### config.mk
export PLATFORM = sky130hd
export DESIGN_NAME = pe_stream_driver
export DESIGN_NICKNAME = d
export VERILOG_FILES = /design/src/rtl/pe_pkg.sv /design/src/rtl/pe_result_fifo.sv /design/src/rtl/pe_stream_driver.sv
export SDC_FILE = /design/constraint.sdc
export NUM_CORES = 1
export LEC_CHECK = 0
export CAP_MARGIN = 10
export CORE_ASPECT_RATIO = 1.4
export CORE_MARGIN = 2
export CORE_UTILIZATION = 40
export CTS_CLUSTER_SIZE = 30
export DETAILED_ROUTE_END_ITERATION = 7
export GPL_TIMING_DRIVEN = 0
export MAX_ROUTING_LAYER = met4
export PLACE_DENSITY = 0.62
export SLEW_MARGIN = 10
export SYNTH_ARGS = -nofsm -noshare
export SYNTH_HDL_FRONTEND = slang
export SYNTH_HIERARCHICAL = 1
export SYNTH_SLANG_ARGS = --single-unit
### constraint.sdc
create_clock -name clk -period 5.7 [get_ports clk]
set_input_delay 0.57 -clock clk [delete_from_list [all_inputs] [get_ports clk]]
set_output_delay 0.57 -clock clk [all_outputs]
set_load 0.05 [all_outputs]
### src/rtl/pe_pkg.sv
// -----------------------------------------------------------------------------
// pe_pkg
// Shared definitions for the PE stream driver and its result FIFO:
//   - default datapath widths for the PE interface
//   - command opcode encodings carried on cmd_op
//   - driver state enum (whether a weight has ever been loaded)
// -----------------------------------------------------------------------------
package pe_pkg;

  localparam int DEF_DATA_W = 8;
  localparam int DEF_PSUM_W = 32;

  localparam logic OP_LOAD = 1'b0;
  localparam logic OP_MAC  = 1'b1;

  typedef enum logic {
    UNLOADED = 1'b0,
    LOADED   = 1'b1
  } drv_state_e;

endpackage : pe_pkg

### src/rtl/pe_result_fifo.sv
// -----------------------------------------------------------------------------
// pe_result_fifo
// Synchronous FIFO holding captured MAC results until the consumer takes them.
// The head entry is presented combinationally and reads as zero while empty.
//
// Ports:
//   clk, rst_n   clock, asynchronous active-low reset (empties the FIFO)
//   push         write push_data this edge (ignored when full and not popping)
//   push_data    entry to write
//   pop          remove head this edge (ignored when empty)
//   head_data    current head entry, zero when empty
//   full, empty  occupancy flags
//   count        number of stored entries (0..DEPTH)
// -----------------------------------------------------------------------------
module pe_result_fifo #(
  parameter int WIDTH = 32,
  parameter int DEPTH = 4
) (
  input  logic                     clk,
  input  logic                     rst_n,
  input  logic                     push,
  input  logic [WIDTH-1:0]         push_data,
  input  logic                     pop,
  output logic [WIDTH-1:0]         head_data,
  output logic                     full,
  output logic                     empty,
  output logic [$clog2(DEPTH):0]   count
);

  localparam int AW = $clog2(DEPTH);
  localparam int CW = AW + 1;

  logic [WIDTH-1:0] r_mem [DEPTH];
  logic [AW-1:0]    r_wr_ptr;
  logic [AW-1:0]    r_rd_ptr;
  logic [CW-1:0]    r_count;

  logic w_do_push;
  logic w_do_pop;

  assign empty     = (r_count == '0);
  assign full      = (r_count == CW'(DEPTH));
  assign count     = r_count;
  assign w_do_pop  = pop && !empty;
  // A full FIFO may still accept a write when the head leaves on the same edge.
  assign w_do_push = push && (!full || w_do_pop);

  // NOTE: the storage array has no reset; empty/head gating makes stale
  // contents unobservable, so resetting it would only add reset fan-out.
  always_ff @(posedge clk) begin
    if (w_do_push) begin
      r_mem[r_wr_ptr] <= push_data;
    end
  end

  // NOTE: state registers use non-blocking assignments so every flop samples
  // the pre-edge values regardless of statement order.
  always_ff @(posedge clk or negedge rst_n) begin
    if (!rst_n) begin
      r_wr_ptr <= '0;
      r_rd_ptr <= '0;
      r_count  <= '0;
    end else begin
      // Pointer width equals log2(DEPTH), so increments wrap modulo DEPTH.
      if (w_do_push) r_wr_ptr <= r_wr_ptr + 1'b1;
      if (w_do_pop)  r_rd_ptr <= r_rd_ptr + 1'b1;
      case ({w_do_push, w_do_pop})
        2'b10:   r_count <= r_count + 1'b1;
        2'b01:   r_count <= r_count - 1'b1;
        default: r_count <= r_count;
      endcase
    end
  end

  assign head_data = empty ? '0 : r_mem[r_rd_ptr];

endmodule : pe_result_fifo

### src/rtl/pe_stream_driver.sv
// -----------------------------------------------------------------------------
// pe_stream_driver
// Drives LOAD / MAC commands into one weight-stationary PE, one per cycle, and
// returns MAC results in command order through a result FIFO.
//
// Ports:
//   clk, rst_n               clock, asynchronous active-low reset
//   cmd_valid/cmd_ready      command handshake
//   cmd_op                   OP_LOAD (weight) or OP_MAC (activation + psum)
//   cmd_data, cmd_psum       weight/activation and partial sum
//   en_store, pe_in, psum_in registered drive into the PE
//   psum_out                 PE result, valid PE_LAT cycles after the PE samples
//   res_valid/res_ready      result handshake, res_data is the FIFO head
//   err_no_weight            sticky: a MAC was accepted before any LOAD
// -----------------------------------------------------------------------------
module pe_stream_driver
  import pe_pkg::*;
#(
  parameter int DATA_W     = DEF_DATA_W,
  parameter int PSUM_W     = DEF_PSUM_W,
  parameter int PE_LAT     = 1,
  parameter int FIFO_DEPTH = 4
) (
  input  logic              clk,
  input  logic              rst_n,
  input  logic              cmd_valid,
  output logic              cmd_ready,
  input  logic              cmd_op,
  input  logic [DATA_W-1:0] cmd_data,
  input  logic [PSUM_W-1:0] cmd_psum,
  output logic              en_store,
  output logic [DATA_W-1:0] pe_in,
  output logic [PSUM_W-1:0] psum_in,
  input  logic [PSUM_W-1:0] psum_out,
  output logic              res_valid,
  input  logic              res_ready,
  output logic [PSUM_W-1:0] res_data,
  output logic              err_no_weight
);

  localparam int TAG_N = PE_LAT + 1;
  localparam int IW    = $clog2(TAG_N + 1);
  localparam int CW    = $clog2(FIFO_DEPTH) + 1;

  drv_state_e        r_state;
  drv_state_e        w_state_next;
  logic              w_err_set;
  logic              r_err;

  logic              r_en_store;
  logic [DATA_W-1:0] r_pe_in;
  logic [PSUM_W-1:0] r_psum_in;

  // One tag per cycle between MAC acceptance and psum_out being valid.
  logic [TAG_N-1:0]  r_tag;
  logic [IW-1:0]     w_inflight;

  logic              w_accept;
  logic              w_mac_acc;
  logic              w_load_acc;
  logic              w_capture;
  logic              w_pop;
  logic              w_fifo_full;
  logic              w_fifo_empty;
  logic [CW-1:0]     w_fifo_count;

  assign w_accept   = cmd_valid && cmd_ready;
  assign w_mac_acc  = w_accept && (cmd_op == OP_MAC);
  assign w_load_acc = w_accept && (cmd_op == OP_LOAD);
  assign w_capture  = r_tag[PE_LAT];

  // NOTE: every always_comb output gets a default before any branch so no
  // path leaves it unassigned and no latch is inferred.
  always_comb begin
    w_inflight = '0;
    for (int i = 0; i < TAG_N; i++) begin
      w_inflight = w_inflight + IW'(r_tag[i]);
    end
  end

  // Counting in-flight MACs as already occupying a slot means a captured
  // result always finds room, so psum_out never needs a stall path.
  // full already implies the sum check fails; it just makes that explicit.
  assign cmd_ready = !w_fifo_full &&
                     ((int'(w_fifo_count) + int'(w_inflight)) < FIFO_DEPTH);

  // ---------------------------------------------------------------- FSM
  always_ff @(posedge clk or negedge rst_n) begin
    if (!rst_n) begin
      r_state <= UNLOADED;
      r_err   <= 1'b0;
    end else begin
      r_state <= w_state_next;
      r_err   <= r_err | w_err_set;
    end
  end

  always_comb begin
    w_state_next = r_state;
    w_err_set    = 1'b0;
    case (r_state)
      UNLOADED: begin
        if (w_load_acc) w_state_next = LOADED;
        // The MAC is still issued; the flag only records the misuse.
        if (w_mac_acc)  w_err_set    = 1'b1;
      end
      LOADED:  w_state_next = LOADED;
      default: w_state_next = UNLOADED;
    endcase
  end

  // ------------------------------------------------ PE drive and tag pipe
  // Idle cycles drive an all-zero NOP so the PE never sees stale operands.
  always_ff @(posedge clk or negedge rst_n) begin
    if (!rst_n) begin
      r_en_store <= 1'b0;
      r_pe_in    <= '0;
      r_psum_in  <= '0;
      r_tag      <= '0;
    end else begin
      r_en_store <= w_load_acc;
      r_pe_in    <= w_accept  ? cmd_data : '0;
      r_psum_in  <= w_mac_acc ? cmd_psum : '0;
      r_tag[0]   <= w_mac_acc;
      for (int i = 1; i < TAG_N; i++) begin
        r_tag[i] <= r_tag[i-1];
      end
    end
  end

  // ----------------------------------------------------------- results
  assign w_pop = res_valid && res_ready;

  pe_result_fifo #(
    .WIDTH (PSUM_W),
    .DEPTH (FIFO_DEPTH)
  ) u_fifo (
    .clk       (clk),
    .rst_n     (rst_n),
    .push      (w_capture),
    .push_data (psum_out),
    .pop       (w_pop),
    .head_data (res_data),
    .full      (w_fifo_full),
    .empty     (w_fifo_empty),
    .count     (w_fifo_count)
  );

  assign res_valid     = !w_fifo_empty;
  assign en_store      = r_en_store;
  assign pe_in         = r_pe_in;
  assign psum_in       = r_psum_in;
  assign err_no_weight = r_err;

endmodule : pe_stream_driver

==> summary.md, run 1 <==
| Metric | Value |
|---|---|
| I/O Buffers | approximately 150 |
| Largest net degree at the start of global routing | 33 |
| Internal power | 0.00303 W |
| CP peak stage delay | 0.70 ns |
| Net count, final | 635 |
| # Max-Cap Violations | 0 |
| HPWL after DPL | 9530 microns |
| DP Area | 9060 sq um |
| CTS Root Cell | clkbuf_16 |
| Htree depth | 4 |
| Cts repair resizes | 0 |
| Most common flop cell mapped by yosys | edfxtp_1 |
| Total congestion overflow | 0 |
| PwrDens | 521 nW/um^2 |
| Placed cells | 773 |
| CP Capture Type | primary output |
| Clock sink count | 180 |
| Placer Congestion | 0.719 |
| Ys async rst share | 28.9% |
| Final Setup Violations | 0 |
| Worst-path clk slew | approximately 0.07 ns |
| Worst rel slew slack | 36.7% |
| Synth area leader | edfxtp_1 |
| Register area share after synthesis | 71.2% |
| RSZ-0062 raised after global routing | false |
| Die area | 19200 sq um |
| Synth cell count leaders | 128 x edfxtp_1, 52 x dfrtp_1, 32 x and2_1, 32 x mux4_2, 25 x nor4b_2 |
| Worst EP required | 5.13 ns |
| # DRC | 0 |
| Worst clock skew | 0.0122 ns |
| Startpoint Class | flip-flop |
| Post-Syn Nets | around 460 |
| Initial DRC count | approximately 230 |
| Synthesized flop and latch total | 180 |
| Net Sw Power | 0.00200 W |
| Final Slew Violations | 0 |
| # hold bufs at CTS | 0 |
| Highest clock rate | 299 MHz |
| Initial antenna violation count | 0 |
| Post-CTS Setup Inserts | 0 |
| Combinational power share | 45.2% |
| Initial Util | 40.5% |
| Clock Latency Late Sink | 0.43 ns |
| Diodes inserted | 0 |
| Top cell type's share of synthesized area | 53.2% |
| CP max-delay cell | clkdlybuf4s50_1 |
| Max clock buf depth | 2 |
| Actual slew at the worst max-slew pin | 0.950 ns |
| Reg power frac | 32.1% |
| Row cnt | 58 |
| EDFF count, synth | ~130 |
| TNS Setup | 0 ns |
| ANT nets after route | 0 |
| Vias per Instance | 4.90 |
| Unique cell type count in the Yosys netlist | 38 |
| Sw Share | 39.8% |
| Cell area after layout | between 9000 and 10000 sq um |
| Synthesized area per cell | 19.0 sq um |
| Flop2flop setup slack | 2.62 ns |
| HP Class | in -> async |
| Via count | 3948 |
| CTS tree | built |
| Top-count cell post-synth | edfxtp_1 |
| Yosys Warn Count | 6 |
| Tmin final | roughly 3.3 ns |
| Die height | 163 microns |
| Core Util, Final | between 50 and 60% |
| Fin cells | between 800 and 900 |
| Final period util | 58.7% |
| First-pass GRT wire length | 23300 microns |
| Reg2reg end | u_fifo/r_mem[3][19] |
| Crit-path max FO | 10 |
| Post-Route WL | 14700 microns |
| R2R cell count | 8 |
| Status | completed |
| GRT Util Overall | 16.5% |
| Top cells by area, synth | edfxtp_1 53%, dfrtp_1 18%, mux4_2 10% |
| Layout cell share with drive strength beyond 1 | about 22% |
| Total CTS buffers | 17 |
| Vias in the first global route | 4469 |
| Core box area | 17900 sq um |
| Data arrival, critical path | 2.78 ns |
| Crit path kind | reg -> out |
| Die Wd | 118 microns |
| Fin. Hold Viols | 0 |
| VDD IR-drop max | around 0.20 mV |
| Post-Synthesis Cells | between 300 and 400 |
| Top-level port count | 153 |
| Worst flop-to-flop path startpoint | u_fifo/count[2] |
| Area grow syn2layout | 33.6% |
| Drt first pass iters | 4 |
| Syn Std Cell Area | 7230 sq um |
| Clock power share | a little under a quarter |
| CP Cell Sequence | or3_2 > buf_2 > clkbuf_1 > and2_1 > clkdlybuf4s50_1 |
| Leakage | around 3.5 nW |
| Wire per inst | 18.3 microns |
==> cell usage in the layout, fill, tap and decap left out, types with 3 or more instances in the layout <==
| cell | instances |
|---|---|
| xnor2_1 | 3 |
| nor2_1 | 4 |
| clkinv_8 | 3 |
| clkinv_4 | 3 |
| and2_2 | 4 |
| inv_8 | 6 |
| ha_1 | 5 |
| clkbuf_16 | 17 |
| buf_6 | 5 |
| dfrtp_1 | 52 |
| clkbuf_1 | 6 |
| nor4b_2 | 25 |
| nor4b_4 | 3 |
| and2_1 | 32 |
| clkdlybuf4s50_1 | 151 |
| inv_1 | 12 |
| buf_4 | 4 |
| mux4_2 | 32 |
| nor4b_1 | 4 |
| nor2b_1 | 3 |
| buf_2 | 15 |
| nor3_1 | 9 |
| edfxtp_1 | 128 |
| nand2_1 | 11 |
==> routing by layer <==
layer	vias to the layer above	share of wire, %	track usage, %
li1	1800	-	-
met1	1996	40	18.3
met2	139	52	28.0
met3	13	6.7	5.45
met4	0	1.5	5.59
met5	-	0	-
==> metrics by stage <==
stage	power [W]	worst slack [ns]	hold slack, ns
global route	0.00525	2.22	0.120
finish	0.00503	2.35	0.0976
floorplan	0.00323	3.21	0.274
CTS	0.00509	2.29	0.0926
detailed placement	0.00394	2.54	0.371
global placement	0.00390	2.49	0.385
==> final cells by class <==
cell class / count / area (sq um)
plain buffers: 28 / 175
clock buffers: 18 / 429
clock inverters: 14 / 160
fillers: 1505 / 8200
inverters: 12 / 45.0
multi-input cells: 160 / 1860
flip-flops and latches: 180 / 5140
well taps: 240 / 300
repair buffers: 153 / 1540
==> critical path, delay by kind of cell, from the launching register on <==
| family | cells | cell delay, ns |
|---|---|---|
| buffers and inverters | 3 | 1.16 |
| DFF | 1 | 0.47 |
| and+or+nand+nor | 2 | 0.71 |
==> worst max-delay path by stage <==
stage	start	endpoint	slack, ns	depth (start not counted)
floorplan	u_fifo/count[0]	u_fifo/count[1]	3.21	11
global placement	rst_n	psum_in[9]	2.49	1
detailed placement	u_fifo/count[2]	u_fifo/r_mem[0][29]	2.54	8
CTS	u_fifo/count[2]	res_data[12]	2.29	5
global route	u_fifo/count[2]	res_data[12]	2.22	5
finish	u_fifo/count[2]	res_data[12]	2.35	5
==> sequential cells by signal, indices dropped and copies added, names as in the netlist <==
name and cells:
err_no_weight 1, u_fifo/r_rd_ptr 2, r_tag 2, r_state 1, en_store 1, psum_in 32
pe_in 8, u_fifo/count 3, u_fifo/r_mem 128, u_fifo/r_wr_ptr 2
==> logic make-up after synthesis <==
| family | after synthesis | synth area share, % |
|---|---|---|
| flip-flops | 180 | 71.2 |
| AND/OR/NAND/NOR | 104 | 12.3 |
| buffers and inverters | 40 | 3.05 |
| multiplexers | 33 | 10.2 |
| AO/OA/AOI/OAI | 12 | 1.51 |
| adder cells (fa/ha/maj) | 6 | 1.14 |
| XOR/XNOR | 5 | 0.606 |
==> power groups by stage <==
stage               sequential (W)  combinational (W)  clock (W)
CTS                        0.00161            0.00231    0.00117
detailed placement         0.00164            0.00230          0
finish                     0.00161            0.00227    0.00114
global placement           0.00163            0.00227          0
global route               0.00163            0.00240    0.00122
floorplan                  0.00176            0.00147          0
No activity file was read; power rests on OpenSTA's default activity.
==> run 2: changes to the inputs <==
==> constraint.sdc (replaced) <==
create_clock -name clk -period 3.3 [get_ports clk]
set_input_delay 0.33 -clock clk [delete_from_list [all_inputs] [get_ports clk]]
set_output_delay 0.33 -clock clk [all_outputs]
set_load 0.05 [all_outputs]
==> summary.md, run 2 (synthesis gave the netlist of run 1 again) <==
| Metric | Value |
|---|---|
| Top-level port count | 153 |
| Cell area after layout | 9660 sq um |
| HP Class | in -> async |
| Worst Path Buf+Inv | 3 |
| CTS tree | built |
| Startpoint Class | flip-flop |
| Core box area | 17900 sq um |
| Worst-path clk slew | around 0.070 ns |
| Clock Latency Late Sink | 0.43 ns |
| Vias per Instance | just under 5 |
| # DRC | 0 |
| Total CTS buffers | 17 |
| RSZ-0062 raised after global routing | true |
| DP Worst Slack | about 0.14 ns |
| Net Sw Power | 0.00345 W |
| Final Setup Violations | 0 |
| Via count | roughly 3900 |
| CP peak stage delay | 0.70 ns |
| Crit-path max FO | 10 |
| Most common cell after layout, fill and taps aside | clkdlybuf4s50_1 |
| Drt first pass iters | 4 |
| Largest register FFs | 128 |
| DP Area | between 9000 and 10000 sq um |
| Actual slew at the worst max-slew pin | 0.954 ns |
| # fillers | around 1500 |
| Worst clock skew | roughly 0.012 ns |
| Htree depth | 4 |
| Cts repair resizes | 0 |
| Register area | roughly 5100 sq um |
| Crit path kind | reg -> out |
| Initial DRC count | 204 |
| Internal power | roughly 0.0052 W |
| Final period util | approximately 94% |
| Diodes inserted | 0 |
| Wire per inst | 18.3 microns |
| Setup crit start | u_fifo/count[2] |
| Fin. Hold Viols | 0 |
| HPWL after DPL | 9530 microns |
| Net count, final | about 640 |
| Commonest non-fill, non-tap cells in the layout | 151 x clkdlybuf4s50_1, 128 x edfxtp_1, 52 x dfrtp_1 |
| Total congestion overflow | 0 |
| Combinational power share | 45.2% |
| CP Cell Sequence | or3_2 > buf_2 > clkbuf_1 > and2_1 > clkdlybuf4s50_1 |
| First-pass GRT wire length | 23300 microns |
| Worst EP required | 2.97 ns |
| Die Wd | 118 microns |
| Vias in the first global route | 4481 |
| Post-CTS Setup Inserts | 0 |
| I/O Buffers | about 150 |
| Delay-heaviest family, CP | buffers and inverters |
| Leakage | 3.46 nW |
| Highest clock rate | 322 MHz |
| Post-Route WL | 14700 microns |
| Final Slew Violations | 0 |
| ANT nets after route | 0 |
| Placer Congestion | 0.719 |
| Die area | 19200 sq um |
| Row cnt | 58 |
| Status | completed |
| Worst flop-to-flop path startpoint | u_fifo/count[2] |
| Tmin final | 3.11 ns |
| TNS Setup | 0 ns |
| CP max-delay cell | clkdlybuf4s50_1 |
| Clock sink count | 180 |
| # Max-Cap Violations | 0 |
| VDD IR-drop max | 0.346 mV |
| Biggest register | u_fifo/r_mem |
| Die height | 163 microns |
| Setup WS post-layout | 0.190 ns |
| CP Capture Type | primary output |
| Design Power | 0.00868 W |
| GRT Util Overall | 16.5% |
| Clock power share | 22.7% |
| Max clock buf depth | 2 |
| Area grow syn2layout | 33.7% |
| Sw Share | 39.8% |
| Reg power frac | about 32% |
| Fin Hold WS | 0.396 ns |
| PwrDens | between 800 and 900 nW/um^2 |
| Data arrival, critical path | 2.78 ns |
| R2R cell count | 8 |
| Initial antenna violation count | 0 |
| Initial Util | 40.5% |
| CTS Root Cell | clkbuf_16 |
| Crit. path cell count | 5 |
| Area of the multi-input gates | 1860 sq um |
| Largest net degree at the start of global routing | 33 |
| Worst rel slew slack | 36.4% |
| Layout cell share with drive strength beyond 1 | 22.1% |
run 2: cell count changes in the layout (fill, tap and decap cells not counted):
cell	delta
dlygate4sd3_1	+1
run 2: area by class of cell:
cell class,instances,share of cell area [%]
Multi-Input combinational cell,160,19.3
Buffer,28,1.81
Clock buffer,18,4.44
Clock inverter,14,1.66
Inverter,12,0.466
Sequential cell,180,53.2
Timing Repair Buffer,154,16.0
Tap cell,240,3.11
run 2: per-layer routing:
metal / vias up / wire length, microns / track usage (%)
met5: - / 0 / -
met4: 0 / 237 / 5.59
met3: 13 / 989 / 5.45
met2: 142 / 7690 / 28.1
met1: 1991 / 5810 / 18.3
li1: 1802 / - / -
run 2: repair_timing:
item / CTS / global route
endpoints found under the hold margin: 20 / 0
setup endpoints to repair: 0 / 7
hold buffers: 1 / 0
run 2: path summary, 6_finish.rpt:
kind,slack [ns],endpoint
min in group clk,0.40,r_tag[1]
min,0.40,psum_in[22]
min reg2reg,0.40,r_tag[1]
max,0.19,res_data[12]
max reg2reg,0.21,u_fifo/r_mem[3][19]
max in group asynchronous,2.35,psum_in[9]
run 2: stage by stage:
step	utilization [%]	cells
2_1_floorplan	-	380
3_3_place_gp	50.7	772
3_5_place_dp	50.8	773
4_1_cts	54.1	806
5_1_grt	54.1	806
6_report	54.1	806
run 2: power groups by stage:
| stage | Clock [W] | Sequential [W] | Combinational [W] |
|---|---|---|---|
| 3_5_place_dp | 0 | 0.00284 | 0.00397 |
| 2_1_floorplan | 0 | 0.00305 | 0.00253 |
| 3_3_place_gp | 0 | 0.00282 | 0.00393 |
| 6_report | 0.00197 | 0.00278 | 0.00392 |
| 4_1_cts | 0.00202 | 0.00279 | 0.00398 |
| 5_1_grt | 0.00211 | 0.00281 | 0.00415 |
run 2: worst register-to-register path, cell delays in order (launching register included):
cell and delay [ns]:
dfrtp_1 0.49, or3_2 0.16, buf_2 0.19, clkbuf_1 0.43
inv_1 0.11, nor2b_1 0.18, buf_6 0.17, o21a_4 0.17
and2_2 0.79
==> run 3: changes to the inputs <==
--- a/config.mk
+++ b/config.mk
@@ -5,7 +5,7 @@
 export SDC_FILE = /design/constraint.sdc
 export NUM_CORES = 1
 export LEC_CHECK = 0
-export CAP_MARGIN = 10
+export CAP_MARGIN = 20
 export CORE_ASPECT_RATIO = 1.4
 export CORE_MARGIN = 2
 export CORE_UTILIZATION = 40
==> summary.md, run 3 (synthesis gave the netlist of run 1 again) <==
| Metric | Value |
|---|---|
| Commonest non-fill, non-tap cells in the layout | 151 x clkdlybuf4s50_1, 128 x edfxtp_1, 52 x dfrtp_1 |
| Die Wd | 118 microns |
| CP Capture Type | primary output |
| Clock sink count | 180 |
| Wire per inst | 18.3 microns |
| Initial Util | 40.5% |
| Worst flop-to-flop path startpoint | u_fifo/count[2] |
| Worst-path clk slew | 0.07 ns |
| HPWL after DPL | about 9500 microns |
| I/O Buffers | roughly 150 |
| Tmin final | just over 3 ns |
| Post-CTS Setup Inserts | 0 |
| CTS tree | built |
| Leakage | 3.46 nW |
| CTS Root Cell | clkbuf_16 |
| First-pass GRT wire length | 23300 microns |
| Crit-path max FO | 10 |
| Die height | 163 microns |
| Core box area | 17900 sq um |
| Most common cell after layout, fill and taps aside | clkdlybuf4s50_1 |
| PwrDens | between 800 and 900 nW/um^2 |
| R2R cell count | 8 |
| # Max-Cap Violations | 0 |
| # fillers | 1504 |
| Register area | just over 5000 sq um |
| Largest register FFs | ~130 |
| # DRC | 0 |
| Row cnt | 58 |
| Area grow syn2layout | 33.7% |
| Die area | 19200 sq um |
| Highest clock rate | 322 MHz |
| Biggest register | u_fifo/r_mem |
| Diodes inserted | 0 |
| Worst rel slew slack | ~36% |
| ANT nets after route | 0 |
| Crit path kind | reg -> out |
| Area of the multi-input gates | roughly 1900 sq um |
| Final Slew Violations | 0 |
| Total congestion overflow | 0 |
| Htree depth | 4 |
| Largest net degree at the start of global routing | 33 |
| Design Power | 0.00868 W |
| Vias in the first global route | 4481 |
| Drt first pass iters | 4 |
| Max clock buf depth | 2 |
| GRT Util Overall | 16.5% |
| Total CTS buffers | 17 |
| Initial antenna violation count | 0 |
| Layout cell share with drive strength beyond 1 | 22.1% |
| Post-Route WL | between 10000 and 15000 microns |
| Data arrival, critical path | 2.78 ns |
| RSZ-0062 raised after global routing | true |
| TNS Setup | 0 ns |
| Worst clock skew | about 0.012 ns |
| Final Setup Violations | 0 |
| Startpoint Class | flip-flop |
| Actual slew at the worst max-slew pin | 0.954 ns |
| Fin. Hold Viols | 0 |
| Via count | a little under 4000 |
| Flop2flop setup slack | around 0.21 ns |
| Placer Congestion | 0.719 |
| VDD IR-drop max | between 0.3 and 0.4 mV |
| Final period util | 94.3% |
| Vias per Instance | 4.90 |
| HP Class | in -> async |
| Reg2reg end | u_fifo/r_mem[3][19] |
| Worst EP required | 2.97 ns |
| Status | completed |
| Net count, final | 636 |
| Clock Latency Late Sink | around 0.43 ns |
| Top-level port count | 153 |
| Initial DRC count | 204 |
==> run 3: layout make-up <==
type	count	share of cell area, %
Buffer	28	1.81
Clock buffer	18	4.44
Clock inverter	14	1.66
Inverter	12	0.466
Multi-Input combinational cell	160	19.3
Sequential cell	180	53.2
Tap cell	240	3.11
Timing Repair Buffer	154	16.0
==> run 3: how the worst max path moves through the flow <==
stage               startpoint                   to  slack, ns
6_report       u_fifo/count[2]         res_data[12]       0.19
5_1_grt        u_fifo/count[2]  u_fifo/r_mem[1][18]     -0.004
4_1_cts        u_fifo/count[2]         res_data[12]       0.13
3_5_place_dp   u_fifo/count[2]  u_fifo/r_mem[0][29]       0.14
3_3_place_gp   u_fifo/count[2]  u_fifo/r_mem[0][29]       0.22
2_1_floorplan  u_fifo/count[0]      u_fifo/count[1]       0.81
==> run 3: where the power goes <==
group          switching, W  leakage, nW  total [W]  internal [W]
logic               0.00241         1.33    0.00392       0.00152
registers         0.0000934         1.84    0.00278       0.00269
clock network      0.000952        0.289    0.00197       0.00102
total               0.00345         3.46    0.00868       0.00523
==> run 3: per-stage QoR <==
stage | instances | util [%] | setup slack [ns] | hold WS [ns] | cell area [sq um]
CTS | 806 | 54.1 | 0.130 | 0.389 | 9660
finish | 806 | 54.1 | 0.190 | 0.396 | 9660
global route | 806 | 54.1 | -0.00396 | 0.418 | 9660
floorplan | 380 | - | 0.806 | 0.0344 | 7230
detailed placement | 773 | 50.8 | 0.142 | 0.319 | 9060
global placement | 772 | 50.7 | 0.223 | 0.385 | 9050
==> run 3: critical path, cell delays in order (launching register included) <==
cell and delay, ns:
dfrtp_1 0.47, or3_2 0.47, buf_2 0.19, clkbuf_1 0.27, and2_1 0.25, clkdlybuf4s50_1 0.70
==> run 3: routing by layer <==
| layer | global-route usage, % | wire, microns | vias up |
|---|---|---|---|
| met1 | 18.3 | 5810 | 1991 |
| met3 | 5.45 | 989 | 13 |
| met5 | - | 0 | - |
| li1 | - | - | 1802 |
| met4 | 5.59 | 237 | 0 |
| met2 | 28.1 | 7690 | 142 |
==> run 3: repair_timing <==
action | CTS | global route
endpoints found under the hold margin | 20 | 0
hold buffers | 1 | 0
gates resized for setup | 0 | 0
endpoints found under the setup margin | 0 | 7
